## config.mk

```make
export PLATFORM = sky130hd
export DESIGN_NAME = hazard_scoreboard_flat
export DESIGN_NICKNAME = d
export VERILOG_FILES = /design/src/rtl/hazard_scoreboard_if.sv /design/src/rtl/hazard_scoreboard.sv /design/src/flat_wrapper.sv
export SDC_FILE = /design/constraint.sdc
export NUM_CORES = 1
export LEC_CHECK = 0
export ABC_AREA = 1
export BUFFER_PORTS_ARGS = -buffer_cell sky130_fd_sc_hd__buf_2
export CELL_PAD_IN_SITES_DETAIL_PLACEMENT = 0
export CELL_PAD_IN_SITES_GLOBAL_PLACEMENT = 2
export CORE_ASPECT_RATIO = 0.7
export CORE_UTILIZATION = 29
export DETAILED_ROUTE_END_ITERATION = 10
export HOLD_SLACK_MARGIN = 0.06
export PLACE_DENSITY = 0.76
export SKIP_LAST_GASP = 1
export SYNTH_ARGS = -nofsm -noshare
export SYNTH_HDL_FRONTEND = slang
export SYNTH_SLANG_ARGS = --single-unit
```

## constraint.sdc

```tcl
create_clock -name clk -period 3.9 [get_ports clk]
set_input_delay 0.78 -clock clk [delete_from_list [all_inputs] [get_ports clk]]
set_output_delay 0.78 -clock clk [all_outputs]
set_load 0.01 [all_outputs]
```

## src/rtl/hazard_scoreboard_if.sv

```systemverilog
// hazard_scoreboard_if: Decode-side hazard control bundle between the pipeline and the scoreboard.
interface hazard_scoreboard_if #(parameter int CNT_WIDTH = 32);
    logic                 InstrValidD;
    logic [4:0]           Rs1D;
    logic [4:0]           Rs2D;
    logic                 UsesRs1D;
    logic                 UsesRs2D;
    logic [4:0]           RdD;
    logic                 RegWriteD;
    logic [4:0]           RdW;
    logic                 RegWriteW;
    logic                 PCSrcE;
    logic                 StallF;
    logic                 StallD;
    logic                 FlushD;
    logic                 FlushE;
    logic                 IssueD;
    logic [31:0]          Busy;
    logic [CNT_WIDTH-1:0] StallCount;
    logic [CNT_WIDTH-1:0] FlushCount;
    modport master (
        output InstrValidD, Rs1D, Rs2D, UsesRs1D, UsesRs2D, RdD, RegWriteD, RdW, RegWriteW, PCSrcE,
        input  StallF, StallD, FlushD, FlushE, IssueD, Busy, StallCount, FlushCount
    );
    modport slave (
        input  InstrValidD, Rs1D, Rs2D, UsesRs1D, UsesRs2D, RdD, RegWriteD, RdW, RegWriteW, PCSrcE,
        output StallF, StallD, FlushD, FlushE, IssueD, Busy, StallCount, FlushCount
    );
endinterface

```

## src/rtl/hazard_scoreboard.sv

```systemverilog
// hazard_scoreboard: register-pending scoreboard that stalls Decode on RAW/WAW and flushes on taken branches.
module hazard_scoreboard #(
    parameter int CNT_WIDTH = 32
) (
    input logic               clk,
    input logic               rst_n,
    hazard_scoreboard_if.slave bus
);
    logic [31:1]          r_busy;
    logic [CNT_WIDTH-1:0] r_stall_cnt;
    logic [CNT_WIDTH-1:0] r_flush_cnt;
    logic [31:0]          w_busy;
    logic                 w_raw;
    logic                 w_waw;
    logic                 w_hazard;
    logic                 w_stall;
    logic                 w_issue;
    // bit 0 is tied low, so lookups of x0 never report a pending write
    assign w_busy   = {r_busy, 1'b0};
    assign w_raw    = bus.InstrValidD & ((bus.UsesRs1D & w_busy[bus.Rs1D]) | (bus.UsesRs2D & w_busy[bus.Rs2D]));
    assign w_waw    = bus.InstrValidD & bus.RegWriteD & w_busy[bus.RdD];
    assign w_hazard = w_raw | w_waw;
    assign w_stall  = rst_n & w_hazard & ~bus.PCSrcE;
    assign w_issue  = rst_n & bus.InstrValidD & ~w_hazard & ~bus.PCSrcE;
    assign bus.StallF     = w_stall;
    assign bus.StallD     = w_stall;
    assign bus.FlushD     = ~rst_n | bus.PCSrcE;
    assign bus.FlushE     = ~rst_n | w_hazard | bus.PCSrcE;
    assign bus.IssueD     = w_issue;
    assign bus.Busy       = w_busy;
    assign bus.StallCount = r_stall_cnt;
    assign bus.FlushCount = r_flush_cnt;
    always_ff @(posedge clk) begin
        if (!rst_n) begin
            r_busy      <= '0;
            r_stall_cnt <= '0;
            r_flush_cnt <= '0;
        end else begin
            for (int n = 1; n < 32; n++)
                r_busy[n] <= (w_issue & bus.RegWriteD & (bus.RdD == 5'(n))) |
                             (r_busy[n] & ~(bus.RegWriteW & (bus.RdW == 5'(n))));
            r_stall_cnt <= r_stall_cnt + CNT_WIDTH'(w_stall & ~&r_stall_cnt);
            r_flush_cnt <= r_flush_cnt + CNT_WIDTH'(bus.PCSrcE & ~&r_flush_cnt);
        end
    end
endmodule

```

## src/flat_wrapper.sv

```systemverilog
// flat-port wrapper written by rule: the top's interface ports become plain ports
module hazard_scoreboard_flat 
#(
    parameter int CNT_WIDTH = 32
)
  (clk, rst_n, bus_InstrValidD, bus_Rs1D, bus_Rs2D, bus_UsesRs1D, bus_UsesRs2D, bus_RdD, bus_RegWriteD, bus_RdW, bus_RegWriteW, bus_PCSrcE, bus_StallF, bus_StallD, bus_FlushD, bus_FlushE, bus_IssueD, bus_Busy, bus_StallCount, bus_FlushCount);
  hazard_scoreboard_if #(.CNT_WIDTH(CNT_WIDTH)) bus_i ();
  input logic clk;
  input logic rst_n;
  input wire logic [$bits(bus_i.InstrValidD)-1:0] bus_InstrValidD;
  input wire logic [$bits(bus_i.Rs1D)-1:0] bus_Rs1D;
  input wire logic [$bits(bus_i.Rs2D)-1:0] bus_Rs2D;
  input wire logic [$bits(bus_i.UsesRs1D)-1:0] bus_UsesRs1D;
  input wire logic [$bits(bus_i.UsesRs2D)-1:0] bus_UsesRs2D;
  input wire logic [$bits(bus_i.RdD)-1:0] bus_RdD;
  input wire logic [$bits(bus_i.RegWriteD)-1:0] bus_RegWriteD;
  input wire logic [$bits(bus_i.RdW)-1:0] bus_RdW;
  input wire logic [$bits(bus_i.RegWriteW)-1:0] bus_RegWriteW;
  input wire logic [$bits(bus_i.PCSrcE)-1:0] bus_PCSrcE;
  output wire logic [$bits(bus_i.StallF)-1:0] bus_StallF;
  output wire logic [$bits(bus_i.StallD)-1:0] bus_StallD;
  output wire logic [$bits(bus_i.FlushD)-1:0] bus_FlushD;
  output wire logic [$bits(bus_i.FlushE)-1:0] bus_FlushE;
  output wire logic [$bits(bus_i.IssueD)-1:0] bus_IssueD;
  output wire logic [$bits(bus_i.Busy)-1:0] bus_Busy;
  output wire logic [$bits(bus_i.StallCount)-1:0] bus_StallCount;
  output wire logic [$bits(bus_i.FlushCount)-1:0] bus_FlushCount;
  assign bus_i.InstrValidD = bus_InstrValidD;
  assign bus_i.Rs1D = bus_Rs1D;
  assign bus_i.Rs2D = bus_Rs2D;
  assign bus_i.UsesRs1D = bus_UsesRs1D;
  assign bus_i.UsesRs2D = bus_UsesRs2D;
  assign bus_i.RdD = bus_RdD;
  assign bus_i.RegWriteD = bus_RegWriteD;
  assign bus_i.RdW = bus_RdW;
  assign bus_i.RegWriteW = bus_RegWriteW;
  assign bus_i.PCSrcE = bus_PCSrcE;
  assign bus_StallF = bus_i.StallF;
  assign bus_StallD = bus_i.StallD;
  assign bus_FlushD = bus_i.FlushD;
  assign bus_FlushE = bus_i.FlushE;
  assign bus_IssueD = bus_i.IssueD;
  assign bus_Busy = bus_i.Busy;
  assign bus_StallCount = bus_i.StallCount;
  assign bus_FlushCount = bus_i.FlushCount;
  hazard_scoreboard #(.CNT_WIDTH(CNT_WIDTH)) u_core (.clk(clk), .rst_n(rst_n), .bus(bus_i));
endmodule
```

Word level (Yosys, flattened, before mapping)
Cells that the tools add are included.
{ "word_totals": {"ff_bits": 95, "latch_bits": 0, "ram_bits": 0, "mem_bits_ro": 0, "in_bits": 28, "elab_cells": 256, "memories": 0} }
{ "op_classes": {"addsub": 2, "mul": 0, "div": 0, "n_lt_le_gt_ge": 3, "eq_ne": 62, "n_shift": 0, "n_mux": 6, "n_bitwise": 176, "reduce_logical": 4} }
{ "op_table": {"columns": ["operator", "count"], "rows": [
  ["$eq A5 B5 Y1 const B", 32],
  ["$and A1 B1 Y1", 106],
  ["$eq A5 B4 Y1 const B", 16],
  ["$add A32 B32 Y32", 2],
  ["$reduce_and A32 Y1", 2],
  ["$eq A5 B3 Y1 const B", 8],
  ["$or A1 B1 Y1", 36],
  ["$not A1 Y1", 34],
  ["$eq A5 B2 Y1 const B", 4],
  ["$lt A5 B6 Y1 const B", 3],
  ["$bmux W1 S5", 3],
  ["$eq A5 B1 Y1 const B", 2],
  ["$mux W1", 3],
  ["$logic_not A1 Y1", 2]
]} }

Depth between registers and ports, before layout
Gate-level depths: netlist of the first run.
{ "logic_depth": {"depth_word": 12, "ltp_mapped": 28, "ltp_nobuf": 27} }

Least setup slack after synthesis of the first run
OpenSTA, ideal clock, no wires.
{ "synth_path": {"path_kind": "in2reg", "start": "input port rst_n", "end": "register u_core.r_stall_cnt[30] (netlist: u_core.bus.StallCount[30])", "arrival_ns": 3.452, "required_time_ns": 3.770, "path_slack_ns": 0.318, "cell_stages": 20, "path_cell_list": "clkbuf_1 > nand2_1 > nor2_1 > clkbuf_1 > o21ai_0 > a21oi_1 > ha_1 > ha_1 > inv_1 > nor2_2 > nand3_1 > nor2_2 > inv_2 > nor2_2 > nand2_1 > inv_2 > nand3_1 > nor2_1 > and3_1 > nor3_2"} }
{ "synth_between": {"elab_chain_len": 4} }
{ "synth_lines": {"columns": ["element", "line", "source"], "rows": [
  ["from (decl)", "flat_wrapper.sv:9", "input logic rst_n;"],
  ["$and A1 B1 Y1 (2 in a row)", "hazard_scoreboard.sv:23", "assign w_stall = rst_n & w_hazard & ~bus.PCSrcE;"],
  ["$and A1 B1 Y1", "hazard_scoreboard.sv:42", "r_stall_cnt <= r_stall_cnt + CNT_WIDTH'(w_stall & ~&r_stall_cnt);"],
  ["$add A32 B32 Y32", "hazard_scoreboard.sv:42", null],
  ["to (signal assigned)", "hazard_scoreboard.sv:42", null],
  ["to (decl)", "hazard_scoreboard.sv:10", "logic [CNT_WIDTH-1:0] r_stall_cnt;"]
]} }
Parallel ways exist; a longest one is shown, timed or not.
A chain may end at the register's enable or synchronous reset.

Worst setup path after layout of the first run
{ "layout_path": {"start": "input port bus_RdD[0]", "end": "register u_core.r_stall_cnt[30] (netlist: u_core.bus.StallCount[30])"} }
{ "layout_between": {"elab_chain_len": 8} }
{ "layout_lines": {"columns": ["element", "line", "source"], "rows": [
  ["from (decl)", "flat_wrapper.sv:15", "input wire logic [$bits(bus_i.RdD)-1:0] bus_RdD;"],
  ["$bmux W1 S5", "hazard_scoreboard.sv:21", "assign w_waw = bus.InstrValidD & bus.RegWriteD & w_busy[bus.RdD];"],
  ["$mux W1 (implied by the code)", "hazard_scoreboard.sv:21", null],
  ["$and A1 B1 Y1", "hazard_scoreboard.sv:21", null],
  ["$or A1 B1 Y1", "hazard_scoreboard.sv:22", "assign w_hazard = w_raw | w_waw;"],
  ["$and A1 B1 Y1 (2 in a row)", "hazard_scoreboard.sv:23", null],
  ["$and A1 B1 Y1", "hazard_scoreboard.sv:42", null],
  ["$add A32 B32 Y32", "hazard_scoreboard.sv:42", null]
]} }
No other way between the ends. The select of a mux whose other input is x is not followed.

==> results of run 1 <==
==> through the flow <==
step,instance area [um^2],power (W)
2_1_floorplan,5874,0.001135
3_3_place_gp,6942,0.001218
3_5_place_dp,6942,0.001215
4_1_cts,7271,0.002215
5_1_grt,7291,0.002287
6_report,7291,0.002190
==> how the worst max path moves through the flow <==
| stage | slack (ns) | endpoint | startpoint | cells past startpoint |
|---|---|---|---|---|
| 5_1_grt | 0.01 | u_core.bus.StallCount[30]$_SDFF_PN0_ | bus_RdD[0] | 27 |
| 4_1_cts | 0.31 | u_core.bus.StallCount[30]$_SDFF_PN0_ | bus_RdD[2] | 26 |
| 2_1_floorplan | 0.32 | u_core.bus.StallCount[30]$_SDFF_PN0_ | rst_n | 20 |
| 6_report | 0.34 | u_core.bus.StallCount[30]$_SDFF_PN0_ | bus_RdD[0] | 27 |
| 3_5_place_dp | -0.06 | u_core.bus.StallCount[30]$_SDFF_PN0_ | bus_RdD[2] | 26 |
| 3_3_place_gp | 0.07 | u_core.bus.StallCount[30]$_SDFF_PN0_ | bus_RdD[2] | 26 |
==> cell families after synthesis <==
kind of cell | share of synthesized area
AO/OA/AOI/OAI | 0.1333
flip-flops | 0.3237
XOR/XNOR | 0.01491
buffers and inverters | 0.1039
adder cells (fa/ha/maj) | 0.008520
AND/OR/NAND/NOR | 0.4149
other | 0.0006384
==> routing by layer <==
layer / share of wire / routed length, um / GRT usage
met1: 0.54 / 11710 / 0.3454
met2: 0.37 / 7986 / 0.2674
met4: 0.0090 / 195 / 0.04314
met5: 0 / 0 / 0
met3: 0.077 / 1668 / 0.04795
==> repair_timing <==
| action | CTS | global route |
|---|---|---|
| hold endpoints to repair | 0 | 0 |
| hold buffers | 0 | 0 |
| resized for setup | 0 | 6 |
| setup endpoints to repair | 0 | 2 |
==> critical path: cells and delay by family <==
kind	cells	cell delay (ns)
AO/OA/AOI/OAI	2	0.27
adder cells (fa/ha/maj)	2	0.39
buffers and inverters	5	0.46
AND/OR/NAND/NOR	18	1.87
==> flip-flops by register name, indices dropped and copies added (netlist names) <==
name and flops:
u_core.bus.FlushCount 32, u_core.bus.StallCount 32, u_core.r_busy 31
==> power groups by stage <==
stage	Combinational [W]	Clock, W	Sequential [W]
after floorplan	0.000136	0	0.000999
after global placement	0.000219	0	0.000999
after detailed placement	0.000216	0	0.000999
after CTS	0.000217	0.00102	0.000976
after global routing	0.000241	0.00107	0.000977
final	0.000220	0.000994	0.000977
==> layout by cell type (no fill, tap or decap), types with 5 or more instances in the layout <==
master     instances
nor2_4             8
a31oi_1            5
buf_2            126
nand3_1           60
clkbuf_16          9
buf_4             39
dfxtp_1           95
nor2_1            74
inv_1             98
nor2_2            13
xor2_1             8
nand4_1           48
nor4_1             9
nand2_2            6
a21oi_1           73
o21ai_0           49
nand2_1          220
o21ai_1           11
inv_2              9
nor3_1            44
==> area by class of cell <==
cell class,instances,area (um^2)
clock buffers,10,239.0
fillers,2220,12510
well taps,270,337.8
repair buffers,166,930.9
clock inverters,6,90.09
multi-input cells,671,3377
flip-flops and latches,95,1902
inverters,109,414.1
==> impl_metrics.ini, run 1 <==
[logic_synthesis]
synth_top_area_cell = dfxtp_1
synth_cells = 911
synth.cell_area_um2 = 5874
avgSynthCellArea_um2 = 6.448
yosys_register_bits = 95
synth_top_area_share = 0.3237
synth.most_common_cell = nand2_1
yosys_warnings = 0
postSynthNetCount = 943
synth_area_leaders = dfxtp_1 32%, nand2_1 14%, inv_1 6.3%
synth_common_cells = 220 x nand2_1, 98 x inv_1, 95 x dfxtp_1, 76 x nor2_1, 73 x a21oi_1
synth_edf_count = 0
synth_cell_types = 42
synth_flop_cell = dfxtp_1
yosysSeqAreaShare = 0.3237
synthArstFlopShare = 0

[placed_design]
globalplace.congestion = 0.8731
io_buffers = 127
dp_cells = 1311
detailedPlace.worstSlack_ns = -0.06284
dp_hpwl_um = 16690

[cells_and_area]
instances_no_fill = 1327
diodes = 0
post-route-util = 0.3682
areaGrowthSynthToFinish_pct = 24.11
final_nets = 1084
drive_above_1_share = 0.2271

[pwr]
seqPwrFrac = 0.446
p_per_area_nw_per_um2 = 300.4
swShare = 0.2591
p_switching_w = 0.0005676
combPwrFrac = 0.100
ir_drop_mv = 0.1622
power_frac_clock = 0.454
cell_internal_pwr_w = 0.001623
static-leakage-power_nw = 3.121

[sta]
worst_slew_pin_slew_ns = 0.8721
rsz0062_at_grt = no
min_period_ns = 3.564
tns_ns = 0
clock-skew-final_ns = 0.01192
post-route-period-util = 0.9138
final_hold_viol_count = 0
worst_slack_ns = 0.3362
slew_violations = 0
fmax_mhz = 280.6
fin_hold_ws_ns = 0.4976
slew_headroom = 0.4178
finalSetupViolCount = 0

[clocking]
cts_tree = yes
cts_sinks = 95
cts_buffers = 9
worstSkewPairLatency_ns = 0.35
cts_buffer_depth = 2
clk_pin_slew_ns = 0.07
cts_max_level = 3
post-cts-setup-buffers = 0
ctsRootBufferMaster = clkbuf_16

[floorplan]
initial_core_util = 0.2967
die-area_um2 = 20840
fp.dieH_um = 121.1
core-area_um2 = 19800
rows = 43
io_pins = 129
dieWidth_um = 172.1

[worst_setup_path]
crit_type = in2reg
rr_worst_depth = 24
arrival_ns = 3.77
r2r_end = u_core.bus.StallCount[30]$_SDFF_PN0_
regToRegSetupSlack_ns = 0.47
crit_top_cell = nor2_1
r2r_start = u_core.r_busy[16]$_SDFF_PN0_
path_max_fanout = 8
critPathMaxStageDelay_ns = 0.27
start_kind = primary input
critPathCaptureType = flop
critPathRequiredTime_ns = 4.11
slowest_stage = nor2_1

[detailed_routing]
viasPerCell = 4.885
first_pass_iters = 7
drc = 0
ant_nets = 0
drt_wl_total_um = 21560
vias = 6483
drt_iter0_markers = 569
drt-wirelength-per-cell_um = 16.24

[hold_path]
min_path_cells = 2
hold_class = reg2reg
hold_start = u_core.bus.StallCount[9]$_SDFF_PN0_
min_to = u_core.bus.StallCount[9]$_SDFF_PN0_

[status]
status = complete, no violations

[grt]
grt-ovfl-total = 0
grt_pass1_vias = 5841
grtUsageTotal = 0.2113
grt_max_degree = 41
antenna_found_initial = 0
grt_pass1_wl_um = 33250

[run]
cap_violations = 0
No activity file was read; power rests on OpenSTA's default activity.
==> run 2: changes to the inputs <==
--- a/config.mk
+++ b/config.mk
@@ -5,15 +5,14 @@
 export SDC_FILE = /design/constraint.sdc
 export NUM_CORES = 1
 export LEC_CHECK = 0
-export ABC_AREA = 1
 export BUFFER_PORTS_ARGS = -buffer_cell sky130_fd_sc_hd__buf_2
 export CELL_PAD_IN_SITES_DETAIL_PLACEMENT = 0
 export CELL_PAD_IN_SITES_GLOBAL_PLACEMENT = 2
-export CORE_ASPECT_RATIO = 0.7
-export CORE_UTILIZATION = 29
+export CORE_UTILIZATION = 32
 export DETAILED_ROUTE_END_ITERATION = 10
 export HOLD_SLACK_MARGIN = 0.06
-export PLACE_DENSITY = 0.76
+export PLACE_DENSITY = 0.77
+export REMOVE_ABC_BUFFERS = 1
 export SKIP_LAST_GASP = 1
 export SYNTH_ARGS = -nofsm -noshare
 export SYNTH_HDL_FRONTEND = slang
==> impl_metrics.ini, run 2 <==
[grt]
grt_pass1_vias = 4450
antenna_found_initial = 0
grt-ovfl-total = 0
grt_max_degree = 102
grt_pass1_wl_um = 24560
grtUsageTotal = 0.1915

[hold_path]
min_path_cells = 2
hold_class = reg2reg

[logic_synthesis]
yosysSeqAreaShare = 0.3679
yosys.area_share.adder = 0.009683
synth_cells = 574
synth_common_cells = 95 x dfxtp_1, 65 x and2_1, 58 x nand2_1, 53 x nand3_1, 47 x xnor2_1
synth_top_family_by_area = simple AND/OR/NAND/NOR gates
yosys_register_bits = 95
synth_edf_count = 0
yosys_warnings = 0
synth_area_leaders = dfxtp_1 37%, mux4_2 8.7%, xnor2_1 8.0%
synth_flop_cell = dfxtp_1
synthArstFlopShare = 0
synth_xor_area_frac = 0.09150
synth_top_area_share = 0.3679
synth.cell_area_um2 = 5169
yosys.area_share.simple = 0.3031
muxShareOfSynthArea = 0.1094
synth_cell_types = 46
synth_compound_area_frac = 0.08836
synth.most_common_cell = dfxtp_1
synth_top_area_cell = dfxtp_1
avgSynthCellArea_um2 = 9.005

[sta]
post-route-period-util = 0.9698
final_hold_viol_count = 0
rsz0062_at_grt = no
fmax_mhz = 264.4
worst_slew_pin_slew_ns = 0.8766
finalSetupViolCount = 0
tns_ns = 0
min_period_ns = 3.782
slew_headroom = 0.4156
clock-skew-final_ns = 0.01235
slew_violations = 0

[clocking]
ctsRootBufferMaster = clkbuf_16
clk_pin_slew_ns = 0.06
cts_tree = yes
cts_buffer_depth = 2
cts_buffers = 9
cts_sinks = 95
worstSkewPairLatency_ns = 0.35
post-cts-setup-buffers = 0
cts_max_level = 3

[worst_setup_path]
cp_num_cells = 9
arrival_ns = 3.00
path_max_fanout = 34
crit_top_cell = buf_2
slowest_stage = mux4_2
start_kind = primary input
crit_chain = buf_2 > mux4_2 > mux2_2 > or3_1 > and4_1 > a211o_1 > buf_8 > nor2b_1 > buf_2
rr_worst_depth = 14
critPathCaptureType = primary output
crit_family = multiplexers
critPathRequiredTime_ns = 3.12
critPathMaxStageDelay_ns = 0.50
crit_buf_inv = 3
crit_type = in2out

[pwr]
p_switching_w = 0.0004820
combPwrFrac = 0.072
p_per_area_nw_per_um2 = 318.2
seqPwrFrac = 0.484
power.total_w = 0.002020
static-leakage-power_nw = 2.553
cell_internal_pwr_w = 0.001538
ir_drop_mv = 0.2233
power_frac_clock = 0.445
swShare = 0.2386

[detailed_routing]
drt_wl_total_um = 15460
vias = 4758
ant_nets = 0
drt_iter0_markers = 251
drc = 0
drt-wirelength-per-cell_um = 16.88
first_pass_iters = 5
viasPerCell = 5.194

[placed_design]
dp_hpwl_um = 11580
globalplace.congestion = 0.8288
io_buffers = 127

[floorplan]
rows = 46
initial_core_util = 0.3266
io_pins = 129
fp.dieH_um = 129.1
dieWidth_um = 129.1
die-area_um2 = 16660
core-area_um2 = 15830

[cells_and_area]
fillers = 1604
areaGrowthSynthToFinish_pct = 22.80
drive_above_1_share = 0.2629
final_nets = 728
multi_input_area_um2 = 3115
diodes = 0
seqCellArea_um2 = 1902
final_common_cell = buf_2
final_cell_mix = 127 x buf_2, 95 x dfxtp_1, 65 x and2_1, 58 x nand2_1, 53 x nand3_1

[run]
cap_violations = 0

[status]
status = complete, no violations
run 2: worst paths after layout:
kind / startpoint / to / slack, ns
setup / recovery: bus_RdD[1] / bus_StallD / 0.12
setup reg to reg: u_core.r_busy[11]$_SDFF_PN0_ / u_core.bus.StallCount[30]$_SDFF_PN0_ / 0.52
hold reg to reg: u_core.bus.FlushCount[31]$_SDFF_PN0_ / u_core.bus.FlushCount[31]$_SDFF_PN0_ / 0.52
hold / removal: u_core.bus.FlushCount[31]$_SDFF_PN0_ / u_core.bus.FlushCount[31]$_SDFF_PN0_ / 0.52
run 2: kinds of logic (layout without fill, tap and decap cells):
kind of cell	count (synthesis)	count (layout)
xor gates and xnor gates	54	54
adders and majority gates	4	4
DFF	95	95
buffers and inverters	35	161
and+or+nand+nor	285	285
muxes	31	31
other	1	1
AOI/OAI and AO/OA	69	69
run 2: routing by layer:
metal / track usage / share of wire / wire length (um) / up-vias
li1: - / - / - / 2309
met1: 0.2680 / 0.47 / 7287 / 2270
met2: 0.2983 / 0.46 / 7160 / 162
met3: 0.03055 / 0.051 / 781 / 17
met4: 0.06851 / 0.015 / 229 / 0
met5: 0 / 0 / 0 / -
run 2: power by group through the flow:
stage	combinational [W]	sequential [W]	clock (W)
final	0.000145	0.000977	0.000898
after global routing	0.000160	0.000977	0.000968
after CTS	0.000144	0.000977	0.000925
after detailed placement	0.000144	0.000999	0
after global placement	0.000143	0.000999	0
after floorplan	0.0000576	0.00100	0
run 2: final cells by class:
cell class	instances	area share
well taps	216	0.04258
clock inverters	4	0.008476
flip-flops and latches	95	0.2996
repair buffers	140	0.1167
clock buffers	11	0.03824
inverters	6	0.003548
multi-input cells	444	0.4908
run 2: through the flow:
| step | hold WS, ns | utilization | worst slack (ns) | cell area [um^2] | std cells |
|---|---|---|---|---|---|
| after floorplan | 0.5040 | - | -0.1288 | 5040 | 545 |
| after global routing | 0.5484 | 0.4010 | 0.0002414 | 6347 | 916 |
| final | 0.5172 | 0.4010 | 0.1177 | 6347 | 916 |
| after global placement | 0.5004 | 0.3818 | 0.01464 | 6043 | 901 |
| after detailed placement | 0.5143 | 0.3818 | -0.04079 | 6043 | 901 |
| after CTS | 0.5225 | 0.4006 | 0.02606 | 6340 | 916 |
run 2: worst min-delay path, cell delays in order (launching register included):
cell      delay, ns
dfxtp_1        0.33
o21ai_0        0.07
a21boi_0       0.07
run 2: repair_timing:
| item | 4_1_cts | 5_1_grt |
|---|---|---|
| resized for setup | 0 | 2 |
| setup endpoints to repair | 0 | 4 |
| hold buffers | 0 | 0 |
